File: src/rtl/primitive_assembler_if.sv
// Primitive output channel between the assembler and the rasterizer.
// Valid/ready handshake plus the assembled primitive payload.
interface primitive_assembler_if #(
  parameter int VERT_WIDTH = 32,
  parameter int CNT_WIDTH  = 16
) ();

  logic                  Prim_Valid;
  logic                  Prim_Ready;
  logic [VERT_WIDTH-1:0] Prim_V0;
  logic [VERT_WIDTH-1:0] Prim_V1;
  logic [VERT_WIDTH-1:0] Prim_V2;
  logic [3:0]            Prim_Type;
  logic [CNT_WIDTH-1:0]  Prim_Num;

  // Assembler side: produces primitives, observes ready.
  modport master (
    output Prim_Valid,
    output Prim_V0,
    output Prim_V1,
    output Prim_V2,
    output Prim_Type,
    output Prim_Num,
    input  Prim_Ready
  );

  // Rasterizer side: consumes primitives, drives ready.
  modport slave (
    input  Prim_Valid,
    input  Prim_V0,
    input  Prim_V1,
    input  Prim_V2,
    input  Prim_Type,
    input  Prim_Num,
    output Prim_Ready
  );

endinterface

File: src/rtl/primitive_assembler.sv
// Primitive assembler: groups decoded vertices into points, lines or
// triangles (lists, strips, fans) and hands them to the rasterizer over a
// valid/ready channel. Decode is back-pressured while a primitive is pending.
module primitive_assembler #(
  parameter int VERT_WIDTH = 32,
  parameter int CNT_WIDTH  = 16
) (
  input  logic                  CLK,
  input  logic                  RESET,
  input  logic                  StartPrimitive,
  input  logic [3:0]            PrimitiveType,
  input  logic                  NewVertex,
  input  logic [VERT_WIDTH-1:0] Vertex,
  input  logic                  EndPrimitive,
  input  logic                  Draw,
  output logic                  Stall,
  output logic                  Draw_Out,
  output logic                  Busy,
  output logic                  Error,
  primitive_assembler_if.master prim
);

  typedef enum logic [0:0] {
    IDLE    = 1'b0,
    COLLECT = 1'b1
  } state_t;

  typedef enum logic [3:0] {
    PT_POINT  = 4'd0,
    PT_LINE   = 4'd1,
    PT_TRI    = 4'd2,
    PT_LSTRIP = 4'd3,
    PT_TSTRIP = 4'd4,
    PT_FAN    = 4'd5
  } prim_type_t;

  state_t                state_q, state_d;
  logic [3:0]            type_q, type_d;
  logic                  discard_q, discard_d;
  logic [1:0]            cnt_q, cnt_d;
  logic [VERT_WIDTH-1:0] buf0_q, buf0_d;
  logic [VERT_WIDTH-1:0] buf1_q, buf1_d;
  logic                  parity_q, parity_d;
  logic [CNT_WIDTH-1:0]  num_q, num_d;
  logic                  valid_q, valid_d;
  logic [VERT_WIDTH-1:0] v0_q, v0_d;
  logic [VERT_WIDTH-1:0] v1_q, v1_d;
  logic [VERT_WIDTH-1:0] v2_q, v2_d;
  logic [3:0]            ptype_q, ptype_d;
  logic [CNT_WIDTH-1:0]  pnum_q, pnum_d;
  logic                  draw_out_q, draw_out_d;
  logic                  error_q, error_d;

  logic                  emit;
  logic [VERT_WIDTH-1:0] e0, e1, e2;
  logic [2:0]            strobe_cnt;

  // Next-state logic: handshake retirement, strobe decode and vertex grouping.
  always_comb begin
    // NOTE: every signal assigned here gets a default first so no path leaves it unassigned and infers a latch.
    state_d    = state_q;
    type_d     = type_q;
    discard_d  = discard_q;
    cnt_d      = cnt_q;
    buf0_d     = buf0_q;
    buf1_d     = buf1_q;
    parity_d   = parity_q;
    num_d      = num_q;
    valid_d    = valid_q;
    v0_d       = v0_q;
    v1_d       = v1_q;
    v2_d       = v2_q;
    ptype_d    = ptype_q;
    pnum_d     = pnum_q;
    draw_out_d = 1'b0;
    error_d    = error_q;
    emit       = 1'b0;
    e0         = '0;
    e1         = '0;
    e2         = '0;
    strobe_cnt = {2'b00, StartPrimitive} + {2'b00, NewVertex}
               + {2'b00, EndPrimitive} + {2'b00, Draw};

    if (valid_q) begin
      // A pending primitive blocks event intake; acceptance consumes the edge.
      if (prim.Prim_Ready) valid_d = 1'b0;
    end else begin
      if (strobe_cnt > 3'd1) error_d = 1'b1;

      if (StartPrimitive) begin
        // Also acts as an implicit end: any partial primitive is dropped.
        state_d   = COLLECT;
        type_d    = PrimitiveType;
        discard_d = (PrimitiveType > 4'd5);
        cnt_d     = 2'd0;
        num_d     = '0;
        parity_d  = 1'b0;
        if (PrimitiveType > 4'd5) error_d = 1'b1;
      end else if (NewVertex) begin
        if (state_q == IDLE) begin
          error_d = 1'b1;
        end else if (!discard_q) begin
          case (type_q)
            PT_POINT: begin
              emit = 1'b1;
              e0   = Vertex;
            end
            PT_LINE: begin
              if (cnt_q == 2'd0) begin
                buf0_d = Vertex;
                cnt_d  = 2'd1;
              end else begin
                emit  = 1'b1;
                e0    = buf0_q;
                e1    = Vertex;
                cnt_d = 2'd0;
              end
            end
            PT_TRI: begin
              if (cnt_q == 2'd0) begin
                buf0_d = Vertex;
                cnt_d  = 2'd1;
              end else if (cnt_q == 2'd1) begin
                buf1_d = Vertex;
                cnt_d  = 2'd2;
              end else begin
                emit  = 1'b1;
                e0    = buf0_q;
                e1    = buf1_q;
                e2    = Vertex;
                cnt_d = 2'd0;
              end
            end
            PT_LSTRIP: begin
              // The newest vertex starts the next segment.
              buf0_d = Vertex;
              if (cnt_q == 2'd0) begin
                cnt_d = 2'd1;
              end else begin
                emit = 1'b1;
                e0   = buf0_q;
                e1   = Vertex;
              end
            end
            PT_TSTRIP: begin
              if (cnt_q == 2'd0) begin
                buf0_d = Vertex;
                cnt_d  = 2'd1;
              end else if (cnt_q == 2'd1) begin
                buf1_d = Vertex;
                cnt_d  = 2'd2;
              end else begin
                // Odd triangles swap the first two vertices to keep winding.
                emit     = 1'b1;
                e0       = parity_q ? buf1_q : buf0_q;
                e1       = parity_q ? buf0_q : buf1_q;
                e2       = Vertex;
                buf0_d   = buf1_q;
                buf1_d   = Vertex;
                parity_d = ~parity_q;
              end
            end
            PT_FAN: begin
              if (cnt_q == 2'd0) begin
                buf0_d = Vertex;
                cnt_d  = 2'd1;
              end else if (cnt_q == 2'd1) begin
                buf1_d = Vertex;
                cnt_d  = 2'd2;
              end else begin
                // The hub vertex stays in buf0 for the whole block.
                emit   = 1'b1;
                e0     = buf0_q;
                e1     = buf1_q;
                e2     = Vertex;
                buf1_d = Vertex;
              end
            end
            default: ;
          endcase
        end
      end else if (EndPrimitive) begin
        if (state_q == IDLE) begin
          error_d = 1'b1;
        end else begin
          state_d   = IDLE;
          discard_d = 1'b0;
          cnt_d     = 2'd0;
        end
      end else if (Draw) begin
        if (state_q == IDLE) draw_out_d = 1'b1;
        else                 error_d    = 1'b1;
      end

      if (emit) begin
        valid_d = 1'b1;
        v0_d    = e0;
        v1_d    = e1;
        v2_d    = e2;
        ptype_d = type_q;
        pnum_d  = num_q;
        num_d   = (num_q == '1) ? num_q : num_q + 1'b1;
      end
    end
  end

  // State and output registers with synchronous reset.
  always_ff @(posedge CLK) begin
    // NOTE: sequential state uses non-blocking assignments so every flop samples pre-edge values.
    if (RESET) begin
      state_q    <= IDLE;
      type_q     <= '0;
      discard_q  <= 1'b0;
      cnt_q      <= '0;
      // NOTE: the vertex buffer is a handful of flops, not a RAM, so clearing it on reset is cheap and keeps restarts deterministic.
      buf0_q     <= '0;
      buf1_q     <= '0;
      parity_q   <= 1'b0;
      num_q      <= '0;
      valid_q    <= 1'b0;
      v0_q       <= '0;
      v1_q       <= '0;
      v2_q       <= '0;
      ptype_q    <= '0;
      pnum_q     <= '0;
      draw_out_q <= 1'b0;
      error_q    <= 1'b0;
    end else begin
      state_q    <= state_d;
      type_q     <= type_d;
      discard_q  <= discard_d;
      cnt_q      <= cnt_d;
      buf0_q     <= buf0_d;
      buf1_q     <= buf1_d;
      parity_q   <= parity_d;
      num_q      <= num_d;
      valid_q    <= valid_d;
      v0_q       <= v0_d;
      v1_q       <= v1_d;
      v2_q       <= v2_d;
      ptype_q    <= ptype_d;
      pnum_q     <= pnum_d;
      draw_out_q <= draw_out_d;
      error_q    <= error_d;
    end
  end

  assign Stall           = valid_q;
  assign Draw_Out        = draw_out_q;
  assign Busy            = (state_q == COLLECT);
  assign Error           = error_q;
  assign prim.Prim_Valid = valid_q;
  assign prim.Prim_V0    = v0_q;
  assign prim.Prim_V1    = v1_q;
  assign prim.Prim_V2    = v2_q;
  assign prim.Prim_Type  = ptype_q;
  assign prim.Prim_Num   = pnum_q;

endmodule

File: src/flat_wrapper.sv
// flat-port wrapper written by rule: the top's interface ports become plain ports
module primitive_assembler_flat 
#(
  parameter int VERT_WIDTH = 32,
  parameter int CNT_WIDTH  = 16
)
  (CLK, RESET, StartPrimitive, PrimitiveType, NewVertex, Vertex, EndPrimitive, Draw, Stall, Draw_Out, Busy, Error, prim_Prim_Valid, prim_Prim_V0, prim_Prim_V1, prim_Prim_V2, prim_Prim_Type, prim_Prim_Num, prim_Prim_Ready);
  primitive_assembler_if #(.VERT_WIDTH(VERT_WIDTH), .CNT_WIDTH(CNT_WIDTH)) prim_i ();
  input  logic CLK;
  input  logic RESET;
  input  logic StartPrimitive;
  input  logic [3:0] PrimitiveType;
  input  logic NewVertex;
  input  logic [VERT_WIDTH-1:0] Vertex;
  input  logic EndPrimitive;
  input  logic Draw;
  output logic Stall;
  output logic Draw_Out;
  output logic Busy;
  output logic Error;
  output wire logic [$bits(prim_i.Prim_Valid)-1:0] prim_Prim_Valid;
  output wire logic [$bits(prim_i.Prim_V0)-1:0] prim_Prim_V0;
  output wire logic [$bits(prim_i.Prim_V1)-1:0] prim_Prim_V1;
  output wire logic [$bits(prim_i.Prim_V2)-1:0] prim_Prim_V2;
  output wire logic [$bits(prim_i.Prim_Type)-1:0] prim_Prim_Type;
  output wire logic [$bits(prim_i.Prim_Num)-1:0] prim_Prim_Num;
  input wire logic [$bits(prim_i.Prim_Ready)-1:0] prim_Prim_Ready;
  assign prim_Prim_Valid = prim_i.Prim_Valid;
  assign prim_Prim_V0 = prim_i.Prim_V0;
  assign prim_Prim_V1 = prim_i.Prim_V1;
  assign prim_Prim_V2 = prim_i.Prim_V2;
  assign prim_Prim_Type = prim_i.Prim_Type;
  assign prim_Prim_Num = prim_i.Prim_Num;
  assign prim_i.Prim_Ready = prim_Prim_Ready;
  primitive_assembler #(.VERT_WIDTH(VERT_WIDTH), .CNT_WIDTH(CNT_WIDTH)) u_core (.CLK(CLK), .RESET(RESET), .StartPrimitive(StartPrimitive), .PrimitiveType(PrimitiveType), .NewVertex(NewVertex), .Vertex(Vertex), .EndPrimitive(EndPrimitive), .Draw(Draw), .Stall(Stall), .Draw_Out(Draw_Out), .Busy(Busy), .Error(Error), .prim(prim_i));
endmodule
File: config.mk
export PLATFORM = sky130hd
export DESIGN_NAME = primitive_assembler_flat
export DESIGN_NICKNAME = d
export VERILOG_FILES = /design/src/rtl/primitive_assembler_if.sv /design/src/rtl/primitive_assembler.sv /design/src/flat_wrapper.sv
export SDC_FILE = /design/constraint.sdc
export NUM_CORES = 1
export LEC_CHECK = 0
export CAP_MARGIN = 15
export CORE_ASPECT_RATIO = 1.1
export CORE_MARGIN = 3
export CORE_UTILIZATION = 55
export CTS_BUF_LIST = sky130_fd_sc_hd__clkbuf_8
export DETAILED_ROUTE_END_ITERATION = 10
export PLACE_DENSITY_LB_ADDON = 0.25
export SYNTH_ARGS = -nofsm -noshare
export SYNTH_HDL_FRONTEND = slang
export SYNTH_SLANG_ARGS = --single-unit
File: constraint.sdc
create_clock -name CLK -period 5.4 [get_ports CLK]
set_input_delay 0.54 -clock CLK [delete_from_list [all_inputs] [get_ports CLK]]
set_output_delay 0.54 -clock CLK [all_outputs]
set_load 0.01 [all_outputs]
==> impl_metrics.prom, run 1 <==
# TYPE chip_impl_metric gauge
chip_impl_info{name="run_status",value="finished, final reports clean"} 1
chip_impl_info{name="rsz0062_at_grt",value="false"} 1
chip_impl_info{name="tritoncts",value="built"} 1
chip_impl_metric{name="num_antenna_cells",unit=""} 0
chip_impl_metric{name="max-slew-margin-rel",unit="%"} 26.84
chip_impl_metric{name="nNetsFinal",unit=""} 1217
chip_impl_info{name="class_of_the_most_critical_setup_path",value="flip-flop to flip-flop"} 1
chip_impl_metric{name="layout-area-overhead-vs-synth",unit="%"} 25.84
chip_impl_metric{name="yosys.area_share.adder",unit="%"} 0.6833
chip_impl_metric{name="post_synth_xor_area_fraction",unit="%"} 0.09567
chip_impl_info{name="critPathSlowestCell",value="sky130_fd_sc_hd__dfxtp_1"} 1
chip_impl_metric{name="synth.yosys.seq_area_share",unit="%"} 45.48
chip_impl_metric{name="max-vdd-ir-drop",unit="uV"} 184.1
chip_impl_metric{name="worst_ep_arrival_time",unit="ns"} 3.44
chip_impl_metric{name="worstSkewPairLatency",unit="ns"} 0.51
chip_impl_metric{name="flip_flop_and_latch_count_after_synthesis",unit=""} 208
chip_impl_metric{name="vias_per_cell",unit=""} 6.129
chip_impl_metric{name="cellPowerDensity",unit="nW/um^2"} 284.0
chip_impl_metric{name="ctsResizeCount",unit=""} 0
chip_impl_metric{name="multiplexer_fraction_of_the_synthesized_cell_area",unit="%"} 7.107
chip_impl_metric{name="grt_pass1_wl",unit="mm"} 41.08
chip_impl_metric{name="hpwl_after_detailed_placement",unit="mm"} 15.56
chip_impl_metric{name="yosys_warnings",unit=""} 0
chip_impl_metric{name="synth-edff-count",unit=""} 0
chip_impl_metric{name="dieArea",unit="um^2"} 18230
chip_impl_metric{name="netlist.area_leader.share",unit="%"} 45.48
chip_impl_metric{name="p_leak",unit="nW"} 3.866
chip_impl_metric{name="crit_required",unit="ns"} 5.80
chip_impl_metric{name="critical_path.n_buffers_inverters",unit=""} 2
chip_impl_metric{name="grt_use_total",unit="%"} 27.37
chip_impl_metric{name="final_min_period_over_clock_period",unit="%"} 56.28
chip_impl_metric{name="layout-drive-gt1-share",unit="%"} 6.963
chip_impl_metric{name="die_height",unit="um"} 141.3
chip_impl_metric{name="number_of_instances_on_the_worst_hold_path",unit=""} 2
chip_impl_metric{name="postSynthCellCount",unit=""} 1055
chip_impl_metric{name="setup-tns-final",unit="ns"} 0
chip_impl_metric{name="globalplace.congestion",unit=""} 0.8410
chip_impl_metric{name="design.portCount",unit=""} 164
chip_impl_metric{name="reg2regPathDepth",unit=""} 7
chip_impl_metric{name="max-clock-path-buffers",unit=""} 3
chip_impl_info{name="most-common-layout-cells",value="sky130_fd_sc_hd__dfxtp_1, sky130_fd_sc_hd__clkdlybuf4s50_1, sky130_fd_sc_hd__nand2_1"} 1
chip_impl_metric{name="cts.clk_slew.worst_paths",unit="ns"} 0.06
chip_impl_metric{name="clock.fmax",unit="GHz"} 0.3290
chip_impl_info{name="critical-path-top-delay-family",value="compound AO/OA/AOI/OAI gates"} 1
chip_impl_metric{name="ctsHoldBuffers",unit=""} 0
chip_impl_metric{name="final_hold_viol_count",unit=""} 0
chip_impl_metric{name="synth_compound_gate_area_share",unit="%"} 23.63
chip_impl_info{name="netlist.top_cell.by_area",value="sky130_fd_sc_hd__dfxtp_1"} 1
chip_impl_metric{name="core.rowCount",unit=""} 48
chip_impl_metric{name="drt_iter0_drc",unit=""} 1015
chip_impl_metric{name="postRouteWirelength",unit="mm"} 25.66
chip_impl_metric{name="grt_pass1_vias",unit=""} 7951
chip_impl_metric{name="postRouteAntennaNets",unit=""} 0
chip_impl_metric{name="routed-via-count",unit=""} 8531
chip_impl_metric{name="cts.repair_timing.setup_buffer_count",unit=""} 0
chip_impl_metric{name="final.fill_count",unit=""} 1256
chip_impl_metric{name="synth_async_sr_flop_share",unit="%"} 0
chip_impl_metric{name="synthesis.area_per_instance",unit="um^2"} 8.678
chip_impl_metric{name="post-route-min-period",unit="ns"} 3.039
chip_impl_metric{name="firstDrtPassIters",unit=""} 6
chip_impl_info{name="synth_flop_cell",value="sky130_fd_sc_hd__dfxtp_1"} 1
chip_impl_metric{name="die_width",unit="um"} 129.0
chip_impl_metric{name="wl_per_cell",unit="um"} 18.43
chip_impl_metric{name="skew",unit="ns"} 0.01483
chip_impl_metric{name="path_max_fanout",unit=""} 33
chip_impl_metric{name="total_number_of_clock_tree_sinks",unit=""} 208
chip_impl_metric{name="max-cap-violations",unit=""} 0
chip_impl_metric{name="netlist-cell-type-count",unit=""} 52
chip_impl_metric{name="grt_start_max_net_pins",unit=""} 102
chip_impl_metric{name="grt.overflow.total",unit=""} 0
chip_impl_metric{name="port_buffers",unit=""} 163
chip_impl_info{name="setup.worst_path.end_class",value="flip-flop"} 1
chip_impl_metric{name="critPathMaxStageDelay",unit="ns"} 0.60
chip_impl_info{name="min_path_type",value="flip-flop to flip-flop"} 1
chip_impl_metric{name="finalSetupViolations",unit=""} 0
chip_impl_info{name="netlist_top_cells_area",value="sky130_fd_sc_hd__dfxtp_1, sky130_fd_sc_hd__mux2i_1, sky130_fd_sc_hd__nand2_1, sky130_fd_sc_hd__a21oi_1, sky130_fd_sc_hd__a211oi_1"} 1
chip_impl_metric{name="post_synthesis_instance_area",unit="um^2"} 9155
chip_impl_info{name="critPathMostFrequentCell",value="sky130_fd_sc_hd__buf_4"} 1
chip_impl_metric{name="h-tree-depth",unit=""} 2
chip_impl_info{name="timing.critical_path.cells",value="nor3b_1, o21bai_4, buf_4, a21o_1, buf_4, a222oi_1, a211oi_1"} 1
chip_impl_info{name="kind_of_launch_point_of_the_worst_setup_path",value="flip-flop"} 1
chip_impl_info{name="layout.cells.most_common",value="sky130_fd_sc_hd__dfxtp_1"} 1
chip_impl_info{name="synth_top_family_by_area",value="compound AO/OA/AOI/OAI gates"} 1
chip_impl_metric{name="tritoncts.num_buffers",unit=""} 34
chip_impl_metric{name="stdcell_area",unit="um^2"} 11520
chip_impl_metric{name="worstMarginPinSlew",unit="ns"} 1.097
chip_impl_metric{name="start_util",unit="%"} 57.31
chip_impl_metric{name="placed_cell_area",unit="um^2"} 10750
chip_impl_metric{name="grt_antenna_before_repair",unit=""} 0
chip_impl_metric{name="syn_nets",unit=""} 1103
chip_impl_metric{name="simple_logic_cell_fraction_of_the_synthesized_area",unit="%"} 17.93
chip_impl_metric{name="worstSetupPathDepth",unit=""} 7
chip_impl_metric{name="maxSlewViolCount",unit=""} 0
chip_impl_info{name="root_buffer",value="sky130_fd_sc_hd__clkbuf_8"} 1
chip_impl_metric{name="design.core.area",unit="um^2"} 15980
chip_impl_metric{name="drc_errors",unit=""} 0
[synth_stat cells (all sizes together) (2+ instances only)]
library cell,instances
a211oi,65
a21o,33
a21oi,110
a222oi,32
a22oi,2
a32oi,32
and2,4
and3,3
and4,4
buf,38
clkbuf,60
dfxtp,208
ha,5
inv,6
mux2i,65
nand2,162
nand2b,4
nand3,40
nand4,4
nand4b,2
nor2,108
nor2b,5
nor3,2
nor3b,5
nor4,3
o2111ai,2
o211ai,5
o21ai,8
o21ba,2
o21bai,2
o31ai,7
or2,3
or3,6
or4,8
[registers in the layout, summed over array words and instances (netlist names)]
| name | flops |
|---|---|
| u_core.prim.Prim_V0 | 32 |
| u_core.buf1_q | 32 |
| u_core.prim.Prim_V1 | 32 |
| u_core.buf0_q | 32 |
| u_core.prim.Prim_Type | 4 |
| u_core.cnt_q | 2 |
| u_core.Stall | 1 |
| u_core.type_q | 4 |
| u_core.discard_q | 1 |
| u_core.num_q | 16 |
| u_core.prim.Prim_Num | 16 |
| u_core.prim.Prim_V2 | 32 |
| u_core.Busy | 1 |
| u_core.Error | 1 |
| u_core.parity_q | 1 |
| u_core.Draw_Out | 1 |
[stage by stage]
step | utilization (%) | setup slack, ns | hold slack (ns) | cells | power (W)
after floorplan | - | 3.180 | 0.4503 | 1055 | 0.001715
after global placement | 67.27 | 2.055 | 0.4376 | 1332 | 0.001813
after detailed placement | 67.27 | 1.944 | 0.4437 | 1332 | 0.001816
after CTS | 71.95 | 2.407 | 0.4524 | 1391 | 0.003294
after global routing | 72.12 | 2.214 | 0.4636 | 1392 | 0.003377
final | 72.12 | 2.361 | 0.4496 | 1392 | 0.003272
[layer usage]
layer  up-vias  part of all wire [%]  GRT usage [%]
met5         -                     0              0
met2       351                    47          43.23
met3        45                   7.4          6.401
met4         0                   2.4          10.95
li1       4082                     -              -
met1      4053                    43          36.24
[worst paths after layout]
path                                               from                      end  slack (ns)
worst max register to register         u_core.type_q[1]  u_core.prim.Prim_V0[16]        2.36
worst max-delay path                   u_core.type_q[1]  u_core.prim.Prim_V0[16]        2.36
worst min register to register  u_core.prim.Prim_V2[30]  u_core.prim.Prim_V2[30]        0.45
worst min-delay path            u_core.prim.Prim_V2[30]  u_core.prim.Prim_V2[30]        0.45
[power breakdown]
part | leakage (nW) | internal [W] | switching, W
Clock | 0.415 | 0.000873 | 0.000613
Sequential | 1.68 | 0.00155 | 0.0000170
Combinational | 1.77 | 0.0000857 | 0.000134
[area by class of cell]
type,instances,area (um^2),area share (%)
Tap cell,200,250.2,2.172
Sequential cell,208,4164,36.14
Clock buffer,44,605.6,5.256
Clock inverter,15,141.4,1.227
Multi-Input combinational cell,743,4587,39.81
Inverter,6,22.52,0.1955
Timing Repair Buffer,176,1750,15.19
[cell families after synthesis]
logic type                 Yosys count
and+or+nand+nor                    367
AOI/OAI and AO/OA                  305
DFF                                208
buffers and inverters              104
muxes                               65
adders and majority gates            5
xor gates and xnor gates             1
[worst min-delay path, stage by stage, from the launching register on]
cell                      delay [ns]
sky130_fd_sc_hd__dfxtp_1        0.31
sky130_fd_sc_hd__nand2_1        0.05
sky130_fd_sc_hd__a21oi_1        0.05
Note: power is estimated with default switching activity, not from simulation.
==> run 2: changes to the inputs <==
--- a/config.mk
+++ b/config.mk
@@ -8,7 +8,7 @@
 export CAP_MARGIN = 15
 export CORE_ASPECT_RATIO = 1.1
 export CORE_MARGIN = 3
-export CORE_UTILIZATION = 55
+export CORE_UTILIZATION = 49
 export CTS_BUF_LIST = sky130_fd_sc_hd__clkbuf_8
 export DETAILED_ROUTE_END_ITERATION = 10
 export PLACE_DENSITY_LB_ADDON = 0.25
==> constraint.sdc (replaced) <==
create_clock -name CLK -period 2.5 [get_ports CLK]
set_input_delay 0.25 -clock CLK [delete_from_list [all_inputs] [get_ports CLK]]
set_output_delay 0.25 -clock CLK [all_outputs]
set_load 0.01 [all_outputs]
==> impl_metrics.prom, run 2 (synthesized netlist as in run 1, its figures left out) <==
# TYPE chip_impl_metric gauge
chip_impl_metric{name="setup-tns-final",unit="ns"} 0
chip_impl_metric{name="port_buffers",unit=""} 163
chip_impl_metric{name="path_max_fanout",unit=""} 32
chip_impl_metric{name="dieArea",unit="um^2"} 20360
chip_impl_metric{name="maxSlewViolCount",unit=""} 0
chip_impl_metric{name="number_of_instances_on_the_worst_hold_path",unit=""} 2
chip_impl_metric{name="max-cap-violations",unit=""} 0
chip_impl_metric{name="postRouteWirelength",unit="mm"} 25.74
chip_impl_info{name="timing.critical_path.cells",value="nand2b_1, or4_2, buf_12, mux2i_1, a211oi_1"} 1
chip_impl_metric{name="final_min_period_over_clock_period",unit="%"} 89.41
chip_impl_metric{name="grt_antenna_before_repair",unit=""} 0
chip_impl_metric{name="layout.area.seq",unit="um^2"} 4164
chip_impl_info{name="min_path_type",value="input pin to flip-flop"} 1
chip_impl_metric{name="clock.fmax",unit="GHz"} 0.4474
chip_impl_metric{name="grt_pass1_vias",unit=""} 7965
chip_impl_info{name="most-common-layout-cells",value="sky130_fd_sc_hd__dfxtp_1, sky130_fd_sc_hd__clkdlybuf4s50_1, sky130_fd_sc_hd__nand2_1"} 1
chip_impl_metric{name="die_width",unit="um"} 136.3
chip_impl_metric{name="firstDrtPassIters",unit=""} 9
chip_impl_metric{name="design.portCount",unit=""} 164
chip_impl_metric{name="grt_pass1_wl",unit="mm"} 41.39
chip_impl_metric{name="multi_input_area",unit="um^2"} 4588
chip_impl_metric{name="crit_required",unit="ns"} 2.91
chip_impl_metric{name="design.core.area",unit="um^2"} 17990
chip_impl_metric{name="max-clock-path-buffers",unit=""} 3
chip_impl_metric{name="r2r_slack",unit="ns"} 0.26
chip_impl_metric{name="wl_met2",unit="mm"} 12.03
chip_impl_metric{name="cts.clk_slew.worst_paths",unit="ns"} 0.06
chip_impl_metric{name="final_hold_viol_count",unit=""} 0
chip_impl_metric{name="worst_ep_arrival_time",unit="ns"} 2.65
chip_impl_metric{name="nNetsFinal",unit=""} 1237
chip_impl_metric{name="tritoncts.num_buffers",unit=""} 34
chip_impl_metric{name="total_power",unit="W"} 0.006757
chip_impl_metric{name="placed_cell_area",unit="um^2"} 11080
chip_impl_metric{name="grt_use_total",unit="%"} 24.81
chip_impl_info{name="run_status",value="finished, final reports clean"} 1
chip_impl_metric{name="max-slew-margin-rel",unit="%"} 41.07
chip_impl_metric{name="skew",unit="ns"} 0.01662
chip_impl_metric{name="layout-drive-gt1-share",unit="%"} 8.278
chip_impl_info{name="class_of_the_most_critical_setup_path",value="flip-flop to flip-flop"} 1
chip_impl_metric{name="stdcell_area",unit="um^2"} 11730
chip_impl_metric{name="p_leak",unit="nW"} 3.946
chip_impl_info{name="tritoncts",value="built"} 1
chip_impl_metric{name="m1WireLength",unit="mm"} 11.04
chip_impl_metric{name="routed-via-count",unit=""} 8482
chip_impl_metric{name="cellPowerDensity",unit="nW/um^2"} 576.0
chip_impl_metric{name="globalplace.congestion",unit=""} 0.8366
chip_impl_info{name="rsz0062_at_grt",value="false"} 1
chip_impl_metric{name="ctsHoldBuffers",unit=""} 0
chip_impl_info{name="kind_of_launch_point_of_the_worst_setup_path",value="flip-flop"} 1
chip_impl_metric{name="core.rowCount",unit=""} 51
chip_impl_metric{name="vias_per_cell",unit=""} 5.866
chip_impl_metric{name="reg2regPathDepth",unit=""} 5
chip_impl_metric{name="whs",unit="ns"} 0.1496
chip_impl_metric{name="final.fill_count",unit=""} 1556
chip_impl_metric{name="drt_iter0_drc",unit=""} 872
chip_impl_metric{name="die_height",unit="um"} 149.4
chip_impl_metric{name="grt_start_max_net_pins",unit=""} 68
chip_impl_metric{name="final_core_utilization",unit="%"} 65.19
chip_impl_metric{name="worstSkewPairLatency",unit="ns"} 0.52
chip_impl_info{name="top_layer_used",value="met4"} 1
chip_impl_metric{name="num_antenna_cells",unit=""} 0
chip_impl_info{name="critPathSlowestCell",value="sky130_fd_sc_hd__or4_2"} 1
chip_impl_metric{name="worstMarginPinSlew",unit="ns"} 0.8818
chip_impl_metric{name="met3RoutedLength",unit="mm"} 1.824
chip_impl_info{name="layout.cells.most_common",value="sky130_fd_sc_hd__dfxtp_1"} 1
chip_impl_metric{name="max-vdd-ir-drop",unit="uV"} 389.6
chip_impl_metric{name="postRouteAntennaNets",unit=""} 0
chip_impl_metric{name="total_number_of_clock_tree_sinks",unit=""} 208
chip_impl_metric{name="hpwl_after_detailed_placement",unit="mm"} 16.15
chip_impl_info{name="root_buffer",value="sky130_fd_sc_hd__clkbuf_8"} 1
chip_impl_info{name="setup.worst_path.end_class",value="flip-flop"} 1
chip_impl_metric{name="critPathMaxStageDelay",unit="ns"} 0.70
chip_impl_metric{name="h-tree-depth",unit=""} 2
chip_impl_metric{name="grt.overflow.total",unit=""} 0
chip_impl_metric{name="layout-area-overhead-vs-synth",unit="%"} 28.13
chip_impl_metric{name="start_util",unit="%"} 50.88
chip_impl_metric{name="wl_per_cell",unit="um"} 17.80
chip_impl_metric{name="drc_errors",unit=""} 0
chip_impl_metric{name="finalSetupViolations",unit=""} 0
chip_impl_metric{name="post-route-min-period",unit="ns"} 2.235
[run 2: changes by cell type in the layout (fill, tap and decap cells not counted), sizes merged]
cell,change
buf,+20
bufinv,-3
clkinv,-1
[run 2: critical path, delay by kind of cell (launching register included)]
family / cells / cell delay, ns
DFF: 1 / 0.51
muxes: 1 / 0.15
buffers and inverters: 1 / 0.23
AOI/OAI and AO/OA: 1 / 0.26
and+or+nand+nor: 2 / 0.97
[run 2: what timing repair did]
item                       CTS  global route
buffers inserted             0             0
setup endpoints to repair    0             2
gates resized for setup      0             1
[run 2: layout make-up]
type / count / area share (%)
tap: 238 / 2.539
clock inverter: 11 / 0.3947
inverter: 6 / 0.1920
clock buffer: 44 / 5.163
multi-input combinational: 743 / 39.11
sequential: 208 / 35.50
timing repair buffer: 196 / 17.10
[run 2: worst paths after layout]
kind	startpoint	to
hold reg to reg	u_core.prim.Prim_V2[26]	u_core.prim.Prim_V2[26]
hold / removal	RESET	u_core.prim.Prim_V2[15]
setup / recovery	u_core.type_q[2]	u_core.buf0_q[9]
setup reg to reg	u_core.type_q[2]	u_core.buf0_q[9]
[run 2: metrics by stage]
stage / worst slack, ns / instances
CTS: 0.2118 / 1446
detailed placement: 0.1140 / 1391
global route: 0.1367 / 1446
floorplan: 0.5699 / 1055
global placement: 0.1691 / 1391
finish: 0.2648 / 1446
[run 2: power breakdown]
part	switching, W	internal [W]
combinational	0.000301	0.000209
clock	0.00131	0.00156
sequential	0.0000312	0.00335
total	0.00164	0.00512
[run 2: metal layers]
metal  global-route usage (%)  up-vias
li1                         -     4119
met1                    32.72     3980
met2                    39.89      325
met3                    4.892       58
met4                    10.03        0
met5                        0        -
==> run 3: changes to the inputs <==
--- a/config.mk
+++ b/config.mk
@@ -12,6 +12,7 @@
 export CTS_BUF_LIST = sky130_fd_sc_hd__clkbuf_8
 export DETAILED_ROUTE_END_ITERATION = 10
 export PLACE_DENSITY_LB_ADDON = 0.25
+export SKIP_CTS_REPAIR_TIMING = 1
 export SYNTH_ARGS = -nofsm -noshare
 export SYNTH_HDL_FRONTEND = slang
 export SYNTH_SLANG_ARGS = --single-unit
==> results of run 3 <==
Same layout as run 2: the final DEF is identical, and so are final timing and power.
